<file path="config.mk">
export PLATFORM = sky130hd
export DESIGN_NAME = stack_control_n
export DESIGN_NICKNAME = d
export VERILOG_FILES = /design/src/rtl/stack_control_n.sv
export SDC_FILE = /design/constraint.sdc
export NUM_CORES = 1
export LEC_CHECK = 0
export CORE_ASPECT_RATIO = 1.75
export CORE_MARGIN = 4
export CORE_UTILIZATION = 51
export DETAILED_ROUTE_END_ITERATION = 10
export HOLD_SLACK_MARGIN = 0.08
export PLACE_DENSITY = 0.95
export SKIP_LAST_GASP = 1
export SYNTH_ARGS = -nofsm -noshare
export SYNTH_HDL_FRONTEND = slang
export SYNTH_SLANG_ARGS = --single-unit
</file>
<file path="constraint.sdc">
create_clock -name clk -period 5.7 [get_ports clk]
set_input_delay 0.855 -clock clk [delete_from_list [all_inputs] [get_ports clk]]
set_output_delay 0.855 -clock clk [all_outputs]
set_load 0.03 [all_outputs]
</file>
<file path="src/rtl/stack_control_n.sv">
// stack_control_n: N_SP memory-mapped stack pointers, 0xC000 window remapped to {SP[sel], a[7:0]}; writes land at clk edge, reads/strobes combinational, no backpressure.
// Optional STACK_CONTROL_GUARD_EN: saturating INC/DEC with OVF/UNF flags, STATUS at 0xB and an irq output.
module stack_control_n #(
   parameter int         N_SP   = 2,
   parameter int         SP_W   = 8,
   parameter logic [5:0] CTL_HI = 6'h3F,
   parameter logic [3:0] WIN_HI = 4'hC
) (
   input  logic              clk,
   input  logic              rst,
   input  logic [15:0]       a,
   input  logic [7:0]        d,
   input  logic              n_we,
   input  logic              n_oe,
   output logic [7:0]        q,
   output logic              n_oe_q,
   output logic [SP_W+7:0]   bank_a,
   output logic              n_oe_bank,
   output logic              n_we_bank
`ifdef STACK_CONTROL_GUARD_EN
   ,
   output logic              irq
`endif
);

   localparam int SEL_W = (N_SP > 1) ? $clog2(N_SP) : 1;

   logic [SP_W-1:0]  sp [N_SP];
   logic             ena;
   logic             reg_hit;
   logic             win_hit;
   logic             wr;
   logic [3:0]       off;
   logic [SEL_W-1:0] sel;
   logic             sel_ok;
   logic [SP_W-1:0]  sp_sel;
   logic             rd_map;
   logic [7:0]       rd_dat;
   logic             unused_a;

   assign reg_hit = (a[15:10] == CTL_HI) && (a[9:8] == 2'b00);
   assign win_hit = (a[15:12] == WIN_HI);
   assign off     = a[3:0];
   assign wr      = reg_hit && !n_we;
   assign unused_a = ^a[11:10];

   generate
      if (N_SP > 1) begin : g_sel
         assign sel = a[11 -: SEL_W];
      end else begin : g_sel0
         assign sel = '0;
      end
   endgenerate

   assign sel_ok = (int'(sel) < N_SP);

`ifdef STACK_CONTROL_GUARD_EN
   logic [N_SP-1:0] ovf;
   logic [N_SP-1:0] unf;
   logic [7:0]      ovf_ext;
   logic [7:0]      unf_ext;
   logic [7:0]      ovf_clr8;
   logic [7:0]      unf_clr8;

   assign ovf_clr8 = {4'h0, d[3:0]};
   assign unf_clr8 = {4'h0, d[7:4]};
   assign irq      = |{ovf, unf};

   always_comb begin
      ovf_ext = '0;
      unf_ext = '0;
      ovf_ext[N_SP-1:0] = ovf;
      unf_ext[N_SP-1:0] = unf;
   end
`endif

   always_ff @(posedge clk or posedge rst) begin
      if (rst) begin
         for (int i = 0; i < N_SP; i++) sp[i] <= '0;
         ena <= 1'b0;
`ifdef STACK_CONTROL_GUARD_EN
         ovf <= '0;
         unf <= '0;
`endif
      end else begin
         if (wr && off == 4'hA) ena <= d[0];
`ifdef STACK_CONTROL_GUARD_EN
         // Clears are issued first so a same-cycle set below overrides them.
         if (wr && off == 4'hB) begin
            ovf <= ovf & ~ovf_clr8[N_SP-1:0];
            unf <= unf & ~unf_clr8[N_SP-1:0];
         end
`endif
         for (int i = 0; i < N_SP; i++) begin
            if (wr && off == 4'(i)) begin
               sp[i] <= d[SP_W-1:0];
            end else if (wr && off == 4'h8 && d[i]) begin
`ifdef STACK_CONTROL_GUARD_EN
               if (sp[i] == {SP_W{1'b1}}) ovf[i] <= 1'b1;
               else                       sp[i] <= sp[i] + SP_W'(1);
`else
               sp[i] <= sp[i] + SP_W'(1);
`endif
            end else if (wr && off == 4'h9 && d[i]) begin
`ifdef STACK_CONTROL_GUARD_EN
               if (sp[i] == '0) unf[i] <= 1'b1;
               else             sp[i] <= sp[i] - SP_W'(1);
`else
               sp[i] <= sp[i] - SP_W'(1);
`endif
            end
         end
      end
   end

   always_comb begin
      rd_map = 1'b0;
      rd_dat = 8'h00;
      for (int i = 0; i < N_SP; i++) begin
         if (off == 4'(i)) begin
            rd_map = 1'b1;
            rd_dat = 8'(sp[i]);
         end
      end
      if (off == 4'hA) begin
         rd_map = 1'b1;
         rd_dat = {7'h00, ena};
      end
`ifdef STACK_CONTROL_GUARD_EN
      if (off == 4'hB) begin
         rd_map = 1'b1;
         rd_dat = {unf_ext[3:0], ovf_ext[3:0]};
      end
`endif
   end

   assign n_oe_q = !(reg_hit && !n_oe && rd_map);
   assign q      = n_oe_q ? 8'h00 : rd_dat;

   always_comb begin
      sp_sel = '0;
      for (int i = 0; i < N_SP; i++) begin
         if (sel == SEL_W'(i)) sp_sel = sp[i];
      end
   end

   assign bank_a    = {sp_sel, a[7:0]};
   assign n_oe_bank = !(ena && win_hit && sel_ok && !n_oe);
   assign n_we_bank = !(ena && win_hit && sel_ok && !n_we);

endmodule

</file>
=== After elaboration in Yosys (flattened, before gate mapping) ===
Index checks and enable logic that the tools add are counted.

* Logic and storage cells: 52
* Output and inout port bits: 27
* Input bits: 28
* Bits in registers: 17

* Add/subtract/negate cells: 4
* Reduce and logical (&&, ||, !) cells: 25
* Eq/ne operators: 6
* Multiplexer cells: 14

{| class="wikitable"
|+ Operators by type and width
! cell !! number
|-
| $mux 8 || 11
|-
| $add 8x1->8 const B || 2
|-
| $eq 4x4->1 const B || 4
|-
| $logic_and 1x1->1 || 16
|-
| $sub 8x1->8 const B || 2
|-
| $eq 6x6->1 const B || 1
|-
| $reduce_bool 3->1 || 2
|-
| $logic_not 1->1 || 5
|-
| $eq 4x1->1 const B || 1
|-
| $logic_not 4->1 || 1
|-
| $mux 1 || 3
|-
| $logic_not 2->1 || 1
|}

=== Logic depth before layout (Yosys ltp) ===
* Depth in word-level cells: 8
* Gate-level depth with buffers: 14
* Gate-level depth less buffers: 13

=== Worst setup path after synthesis ===
No wires, ideal clock.

* Path kind: in2reg
* From: input a[11]
* To: register sp[15] in the netlist's numbering
* Data arrival time: 3.627 ns
* Setup slack: 2.004 ns
* Data required time: 5.632 ns
* Library setup time: 0.068 ns
* Stages on the path: 14
* Path buffers: 2
* Path through: buf_6 nand4bb_4 nor3_4 nand4_2 buf_6 nand2b_1 ha_1 a21o_1 a21oi_1 o21ai_1 a21o_1 a21oi_1 mux2_2 nand3_1

* Cells in the longest elaborated chain, start to end: 7
* Elaborated cells on any way between the ends: 11
* Those cells by class: eq/ne (1); mux (2); reduce/logical (8)

{| class="wikitable"
|+ RTL lines
! item !! line !! source
|-
| from (decl) || 11 || <nowiki>input logic [15:0] a,</nowiki>
|-
| $eq 6x6->1 * || 41 || <nowiki>assign reg_hit = (a[15:10] == CTL_HI) && (a[9:8] == 2'b00);</nowiki>
|-
| $logic_and 1x1->1 * || 41 ||
|-
| $logic_and 1x1->1 * || 44 || <nowiki>assign wr = reg_hit && !n_we;</nowiki>
|-
| $logic_and 1x1->1 (2 in series) || 97 || <nowiki>end else if (wr && off == 4'h8 && d[i]) begin</nowiki>
|-
| $mux 8 || 97 ||
|-
| $mux 8 || 95 || <nowiki>if (wr && off == 4'(i)) begin</nowiki>
|-
| to (signal, indexed assignment) || 96 || <nowiki>sp[i] <= d[SP_W-1:0];</nowiki>
|-
| to (signal, indexed assignment) || 102 || <nowiki>sp[i] <= sp[i] + SP_W'(1);</nowiki>
|-
| to (signal, indexed assignment) || 109 || <nowiki>sp[i] <= sp[i] - SP_W'(1);</nowiki>
|-
| to (decl) || 28 || <nowiki>logic [SP_W-1:0] sp [N_SP];</nowiki>
|}

Every way passes the cells marked *; elsewhere a longest branch is shown, timed or not.
A chain may end at the register's enable or synchronous reset.

=== Final worst setup path ===
Same ends and word-level chain as after synthesis.

==> qor.yml <==
holdBufCountCts: 0
worst_slew_pin_slew_ns: 0.691
place_hpwl_mm: 3.81
die-width_um: 52.9
worstPathCellList: "clkdlybuf4s50_1 > buf_4 > nand4bb_4 > nor3_4 > nand4_2 > nand2b_1 > ha_1 > a21o_1 > a21oi_1 > o21ai_1 > a21o_1 > a21oi_1 > mux2_2 > nand3_1"
yosys-top-cells-area: "dfrtp_1, ha_1, mux2_2, nand2_1, a21oi_1"
synth_top_area_share_pct: 23.6
nets: 291
postCtsSetupBuffers: 0
final-hold-violation-count: 0
dr.pass1.iters: 4
fin_crit_ns: 4.36
cts_buffers: 3
port_buffers: 46
startpoint: "a[11]"
ys_warn_count: 0
cts.reportedPaths.clkPinSlew_ns: 0.07
drc: 0
slew_headroom_pct: 53.9
r2r-start: "sp[1]"
cts-root-buf: "clkbuf_8"
clk_path_buf_depth: 2
vias: 1732
seq_area_frac_synth_pct: 23.6
num-fill-cells: 287
synthCells: 209
hp-class: "reg2reg"
regToRegEndpoint: "sp[7]"
routedWlPerCell_um: 16.7
crit_family: "simple AND/OR/NAND/NOR gates"
multiInputGateArea_um2: 1250
post_cts_resize_count: 0
synth_seq_cells: 17
die_h_um: 86.6
htreeDepth: 1
cp_slowest_cell: "clkdlybuf4s50_1"
utilization_pct: 66.6
p_per_area_nw_per_um2: 127
grt_setup_unrepaired: "no"
whs_endpoint: "sp[7]"
drt-initial-drc-count: 42
ant_nets: 0
register_area_um2: 425
syn_nets: 253
syn_avg_cell_area_um2: 8.61
status: "complete, no violations"
synth.largest_area_cell: "dfrtp_1"
rrSetupSlack_ns: 3.51
cp.buffers_inverters: 2
total_power_uw: 287
async_flop_share_pct: 100
path_max_fanout: 15
routabilityCongestion: 0.855
row_count: 28
setup_tns_ns: 0
pre_cts_ws_ns: 1.15
grt.total_usage_pct: 22.5
critPathCaptureType: "flop"
io_pins: 55
via_per_inst: 5.95
skew_ns: 0.00463
hp-start: "sp[7]"
first_global_vias: 1756
crit_arrival_ns: 4.55
max_freq_mhz: 229
syn-cell-area_um2: 1800
antenna_found_initial: 0
drv_slew: 0
whs_path_depth: 1
cts_tree: "done"
grt_pass1_wl_mm: 8.01
grt_max_degree: 18
initial_core_util_pct: 53.0
cap_violations: 0
coreArea_um2: 3400
critPathKind: "in2reg"
fin_crit_sh_pct: 76.4
setup_violations: 0
clk_latency_ns: 0.25
ir_worst_vdd_mv: 0.114
wl_mm: 4.87
critical_path.max_stage_delay_ns: 0.45
critPathLaunchType: "primary input"
layout-drive-gt1-share_pct: 11.8
dieArea_um2: 4580
antenna_cells: 0
synth.distinct_cells: 43
p_leak_nw: 1.01
grt_overflow: 0
setup_slack_ns: 1.34
synth_ff_type: "dfrtp_1"
worst_ep_required_time_ns: 5.89
synth_edf_count: 0
cts_sinks: 17
reg2regPathDepth: 8
areaGrowthSynthToFinish_pct: 25.6
==> synthesized netlist by cell type, drive strengths merged (2+ instances only) <==
library cell  instances
a211oi                2
a21o                  7
a21oi                17
a22oi                 2
a31oi                 3
and3                  3
buf                  12
clkbuf                2
dfrtp                17
fa                    2
ha                   14
inv                   5
mux2                 11
mux2i                 4
nand2                24
nand3                 9
nand4                 4
nor2                 23
nor3                  5
nor4                  2
o21ai                13
o22ai                 8
or2                   2
xnor2                 7
xor2                  4
==> power by group <==
part / total (mW) / switching, mW / internal, mW
clock network: 0.0929 / 0.0444 / 0.0485
registers: 0.124 / 0.00226 / 0.122
logic: 0.0697 / 0.0352 / 0.0345
total: 0.287 / 0.0819 / 0.205
==> cell type report <==
cell class | instances | area share, %
multi-input cells | 173 | 55.1
repair buffers | 47 | 20.7
flip-flops and latches | 17 | 18.8
well taps | 45 | 2.49
clock buffers | 3 | 1.83
inverters | 5 | 0.830
clock inverters | 1 | 0.221
==> layout by cell type, fill, tap and decap left out, types with 2 or more instances in the layout <==
master	instances
xor2_1	4
nand2_1	24
dfrtp_1	17
o21ai_1	6
a21o_1	7
a31oi_1	2
mux2i_1	4
clkdlybuf4s50_1	46
fa_1	2
a21oi_1	17
a211oi_1	2
mux2_2	11
inv_1	5
o21ai_0	6
clkbuf_8	3
nand4_1	3
o22ai_1	8
nand3_1	8
a22oi_1	2
nor2_1	22
ha_1	14
or2_2	2
xnor2_1	7
nor3_1	3
and3_2	2
==> flip-flops by register name, indices dropped and copies added (netlist names) <==
register,cells
ena,1
sp,16
==> per-layer routing <==
layer	up-vias	GRT usage [%]	wire length (um)
met5	-	0	0
met4	0	8.37	118
met3	13	1.20	165
met2	61	43.1	2750
met1	836	24.7	1830
li1	822	-	-
==> through the flow <==
stage	hold slack, ns	cells	area, um^2
global route	0.565	291	2260
detailed placement	0.513	287	2220
floorplan	0.488	209	1800
finish	0.536	291	2260
global placement	0.512	287	2220
CTS	0.534	291	2260
==> kinds of logic (layout without fill, tap and decap cells) <==
family	count (synthesis)	in the layout	share of synthesized area, %
AND/OR/NAND/NOR	76	76	23.6
AO/OA/AOI/OAI	55	55	19.2
buffers and inverters	19	56	7.09
flip-flops	17	17	23.6
adder cells (fa/ha/maj)	16	16	12.0
multiplexers	15	15	9.10
XOR/XNOR	11	11	5.35
==> how the worst max path moves through the flow <==
stage	to	slack, ns	cells past startpoint
2_1_floorplan	sp[15]	2.00	14
3_3_place_gp	sp[15]	1.26	14
3_5_place_dp	sp[15]	1.15	14
4_1_cts	sp[15]	1.38	14
5_1_grt	sp[15]	1.12	14
6_report	sp[15]	1.34	14
Note: power is estimated with default switching activity, not from simulation.
==> patch 1 (config.mk and constraints unchanged) <==
Set the parameter `N_SP` to 4 (it was 2).
--- a/src/rtl/stack_control_n.sv
+++ b/src/rtl/stack_control_n.sv
@@ -1,7 +1,7 @@
 // stack_control_n: N_SP memory-mapped stack pointers, 0xC000 window remapped to {SP[sel], a[7:0]}; writes land at clk edge, reads/strobes combinational, no backpressure.
 // Optional STACK_CONTROL_GUARD_EN: saturating INC/DEC with OVF/UNF flags, STATUS at 0xB and an irq output.
 module stack_control_n #(
-   parameter int         N_SP   = 2,
+   parameter int         N_SP   = 4,
    parameter int         SP_W   = 8,
    parameter logic [5:0] CTL_HI = 6'h3F,
    parameter logic [3:0] WIN_HI = 4'hC
Function: changed (Yosys sat finds a counterexample within 4 cycles, from zero or initial values and one cycle with rst high).
==> patch 1 against the unedited design <==
Largest cell class unchanged. Sequential cell count grew 16. Routed wire length rose by 120%. Area after synthesis rose by 92%. Highest routed layer unchanged. Maximum frequency is 9.9% lower. Setup slack got worse by 0.48 ns. Critical path depth shrank 8. Cell area increased by 79%. Global-route usage up 4.3 points. Power up 120%.
==> patch 1: results (changes against the unedited design) <==
reg-to-reg slack, setup=3.46 ns (was 3.51 ns); status=finished, final reports clean (unchanged); H-tree Lvls=2 (was 1); layout cells sized above 1=7.08% (was 11.8%); Via-to-Cell Ratio=6.82 (was 5.95); CTS root buffer=clkbuf_16 (was clkbuf_8); min-delay src=ena$_DFFE_PP0P_ (was sp[7]$_DFFE_PP0P_); Skew-Pair Late Insertion Delay=0.29 ns (was 0.25 ns); Hold WS=0.548 ns (was 0.536 ns); Cell Area, Placed=0.00390 mm² (was 0.00222 mm²); top post-synthesis cells by count=nor2_1, a21oi_1, dfrtp_1, ha_1, o21ai_0 (was nand2_1, nor2_1, a21oi_1, dfrtp_1, ha_1); Seq group=0.000243 W (was 0.000124 W); nets=483 (was 291); DR vias=3449 (was 1732); Mapped Avg Cell Area=8.79 µm² (was 8.61 µm²); worst-path maximum fanout=13 (was 15); biggest regs=sp x32, ena x1 (was sp x16, ena x1); CP delay by family, top=buffers and inverters (was simple AND/OR/NAND/NOR gates); combinational power share=18.8% (was 24.3%); worst r2r src=sp[25]$_DFFE_PP0P_ (was sp[1]$_DFFE_PP0P_); VDD IR max=94.8 µV (was 114 µV); synth top area cells=dfrtp_1, ha_1, a21oi_1 (was dfrtp_1, ha_1, mux2_2); Switching Fraction=28.5% (about the same); WL met2=5540 µm (was 2750 µm); count leader, synth=nor2_1 (was nand2_1); Num CTS Buffers=5 (was 3); DR WL/cell=21.0 µm (was 16.7 µm); post-synthesis cell type count=49 (was 43); Seq/Total Area, Yosys=23.8% (was 23.6%); CP max-delay cell=clkdlybuf4s50_1 (unchanged); clk slew on worst S/H paths=0.05 ns (was 0.07 ns); Clock Skew=0.00588 ns (was 0.00463 ns); PD cells=155 mW/mm² (was 127 mW/mm²); met3 wire length=644 µm (was 165 µm); Pleak=1.73 nW (was 1.01 nW); hpwl dp=8260 µm (was 3810 µm); R2R cell count=6 (was 8); Min-Delay Endpoint=ena$_DFFE_PP0P_ (was sp[7]$_DFFE_PP0P_); Worst slew margin=52.0% (was 53.9%); Critical Path AT=3.98 ns (was 4.55 ns); DRT iter0 DRCs=418 (was 42); Critical Path Max Stage Delay=0.75 ns (was 0.45 ns); pin count of the biggest net entering global routing=34 (was 18); DR pass1 iterations=5 (was 4); M1 WL=3550 µm (was 1830 µm); pre-CTS setup slack=0.933 ns (was 1.15 ns); GR Util All Layers=26.8% (was 22.5%); RePlAce Congestion=0.985 (was 0.855)
## patch 1: cell count changes after synthesis, sizes merged, moves of 7 or more
| cell | change |
|---|---|
| mux4 | +8 |
| dfrtp | +16 |
| nand2 | -8 |
| o21ai | +10 |
| mux2 | -9 |
| xor2 | +7 |
| nor2 | +14 |
| a211oi | +18 |
| mux2i | +11 |
| clkbuf | +8 |
| and2 | +9 |
| a21oi | +19 |
| buf | +7 |
| ha | +14 |
## patch 1: cell type report
| type | count | area (µm²) | share of cell area [%] |
|---|---|---|---|
| clock inverter | 3 | 17.5 | 0.433 |
| timing repair buffer | 51 | 498 | 12.3 |
| inverter | 6 | 22.5 | 0.557 |
| sequential | 33 | 826 | 20.4 |
| clock buffer | 5 | 125 | 3.10 |
| multi-input combinational | 326 | 2450 | 60.6 |
| tap | 82 | 103 | 2.54 |
## patch 1: worst max-delay path by stage
stage,endpoint,cells after the start,slack [ns]
final,q[2],6,0.86
after global routing,q[2],6,0.70
after CTS,q[2],6,0.93
after detailed placement,q[2],6,0.93
after global placement,q[6],6,1.03
after floorplan,q[1],6,2.18
## patch 1: metal layers
metal  global-route usage [%]  vias to the layer above
li1                         -                     1555
met1                     26.4                     1631
met2                     49.8                      192
met3                     5.21                       71
met4                     18.9                        0
met5                        0                        -
## patch 1: cells by family after synthesis
kind of cell / Yosys count / share of synthesized area [%]
AOI/OAI and AO/OA: 133 / 24.7
and+or+nand+nor: 115 / 18.2
buffers and inverters: 35 / 5.38
DFF: 33 / 23.8
adders and majority gates: 32 / 12.4
muxes: 25 / 10.2
xor gates and xnor gates: 21 / 5.31
==> patch 2 (config.mk and constraints unchanged) <==
Made on the original files. Reset style: synchronous (`rst`), changed in one clocked block.
--- a/src/rtl/stack_control_n.sv
+++ b/src/rtl/stack_control_n.sv
@@ -74,7 +74,7 @@
    end
 `endif
 
-   always_ff @(posedge clk or posedge rst) begin
+   always_ff @(posedge clk) begin
       if (rst) begin
          for (int i = 0; i < N_SP; i++) sp[i] <= '0;
          ena <= 1'b0;
Function: differs if rst is asserted again (counterexample within 4 cycles, from zero or initial values and one cycle with rst high); with rst held inactive, the same outputs for 4 cycles.
==> patch 2 against the unedited design <==
Setup slack improved by 0.057 ns. Area after synthesis decreased by 9.0%. Non-clock buffer count unchanged. Critical path depth decreased by 7. Routed wire length decreased by 11%. Critical path type is now input pin to primary output. Via count decreased by 12%. First-iteration DRC count increased by 12%. Sequential cell count unchanged. Utilization increased by 1.8 points. Highest routed layer unchanged. Clock skew decreased by 0.0027 ns. Cell area decreased by 6.1%. Power increased by 9.7%. Register-to-register slack improved by 0.07 ns. Largest cell class unchanged. Sequential power increased by 19%.
==> patch 2: results (changes against the unedited design) <==
status=finished, final reports clean (unchanged); pin count of the biggest net entering global routing=22 (was 18); hpwl dp=3460 µm (was 3810 µm); RePlAce Congestion=0.803 (was 0.855); nets=258 (was 291); GR Util All Layers=21.6% (was 22.5%); layout cells sized above 1=8.64% (was 11.8%); Post-synth EDFFs=16 (was 0); top post-synthesis cells by count=edfxtp_1, o21ai_0, nand2_1, nor2_1 (was nand2_1, nor2_1, a21oi_1, dfrtp_1, ha_1); VDD IR max=177 µV (was 114 µV); FF-to-FF End=sp[0][7]$_SDFFCE_PP0P_ (was sp[7]$_DFFE_PP0P_); Routed WL=4340 µm (was 4870 µm); DRT iter0 DRCs=47 (was 42); critical path endpoint=q[2] (was sp[15]$_DFFE_PP0P_); Via-to-Cell Ratio=5.79 (was 5.95); Pleak=0.819 nW (was 1.01 nW); Seq/Total Area, Yosys=30.5% (was 23.6%); worst-path maximum fanout=11 (was 15); Clock Skew=0.00196 ns (was 0.00463 ns); reg-to-reg slack, setup=3.58 ns (was 3.51 ns); post-synthesis cell type count=49 (was 43); first-pass GRT wire length=7090 µm (was 8010 µm); synth top area cells=edfxtp_1, ha_1, mux2i_1 (was dfrtp_1, ha_1, mux2_2); asr flop ratio synth=0% (was 100%); worst r2r src=sp[0][2]$_SDFFCE_PP0P_ (was sp[1]$_DFFE_PP0P_)
==> patch 2: cell count changes after synthesis, sizes merged, moves of 3 or more <==
cell    delta
ha         -6
o21ai      +6
dfrtp     -17
mux2i      +6
a21o       -3
a21oi     -11
mux2       -5
nor2      -10
edfxtp    +16
nand2     -11
o22ai      -6
==> patch 2: worst min path at each step <==
stage / startpoint / to / slack, ns / cells past startpoint
finish: ena$_SDFFE_PP0P_ / ena$_SDFFE_PP0P_ / 0.61 / 2
global route: ena$_SDFFE_PP0P_ / ena$_SDFFE_PP0P_ / 0.63 / 2
CTS: ena$_SDFFE_PP0P_ / ena$_SDFFE_PP0P_ / 0.61 / 2
detailed placement: ena$_SDFFE_PP0P_ / ena$_SDFFE_PP0P_ / 0.60 / 2
global placement: ena$_SDFFE_PP0P_ / ena$_SDFFE_PP0P_ / 0.59 / 2
floorplan: ena$_SDFFE_PP0P_ / ena$_SDFFE_PP0P_ / 0.56 / 2
==> patch 2: layer usage <==
metal | wire (µm) | share of wire [%] | vias up | global-route usage, %
met5 | 0 | 0 | - | 0
met4 | 91 | 2.1 | 0 | 8.09
met3 | 173 | 4.0 | 6 | 1.62
met2 | 2510 | 58 | 53 | 40.2
met1 | 1570 | 36 | 725 | 24.6
li1 | - | - | 738 | -
==> patch 2: logic make-up (layout without fill, tap and decap cells) <==
kind of cell | count (synthesis) | count (layout) | synth area share, %
adder cells (fa/ha/maj) | 9 | 9 | 7.33
buffers and inverters | 19 | 57 | 6.34
XOR/XNOR | 13 | 13 | 6.95
multiplexers | 16 | 16 | 10.2
flip-flops | 17 | 17 | 30.5
AO/OA/AOI/OAI | 45 | 45 | 17.5
AND/OR/NAND/NOR | 63 | 63 | 21.1
==> patch 2: layout make-up <==
cell class,count,area [µm²]
multi-input cells,146,1030
fillers,251,983
flip-flops and latches,17,500
repair buffers,47,468
well taps,43,53.8
clock buffers,4,45.0
inverters,6,22.5
==> patch 2: critical path, stage by stage <==
cell and delay (ns):
clkdlybuf4s50_1 0.76, nand4b_1 0.19, or2_2 0.33, nor2_1 0.13, nand2_1 0.23, a21oi_1 0.25, clkdlybuf4s50_1 0.70
==> patch 2: report_power, final <==
part | leakage, nW | switching (W) | internal (W)
logic | 0.629 | 0.0000375 | 0.0000388
registers | 0.167 | 0.00000704 | 0.000141
clock network | 0.0228 | 0.0000407 | 0.0000495
==> patch 2: stage by stage <==
step                cells  total power (W)  util (%)  instance area [µm²]  setup slack, ns
detailed placement    259         0.000226      66.9                 2080             1.43
finish                263         0.000315      68.4                 2120             1.40
global route          263         0.000325      68.4                 2120             1.21
floorplan             182         0.000196         -                 1640             2.57
global placement      259         0.000225      66.9                 2080             1.51
CTS                   263         0.000315      68.4                 2120             1.40
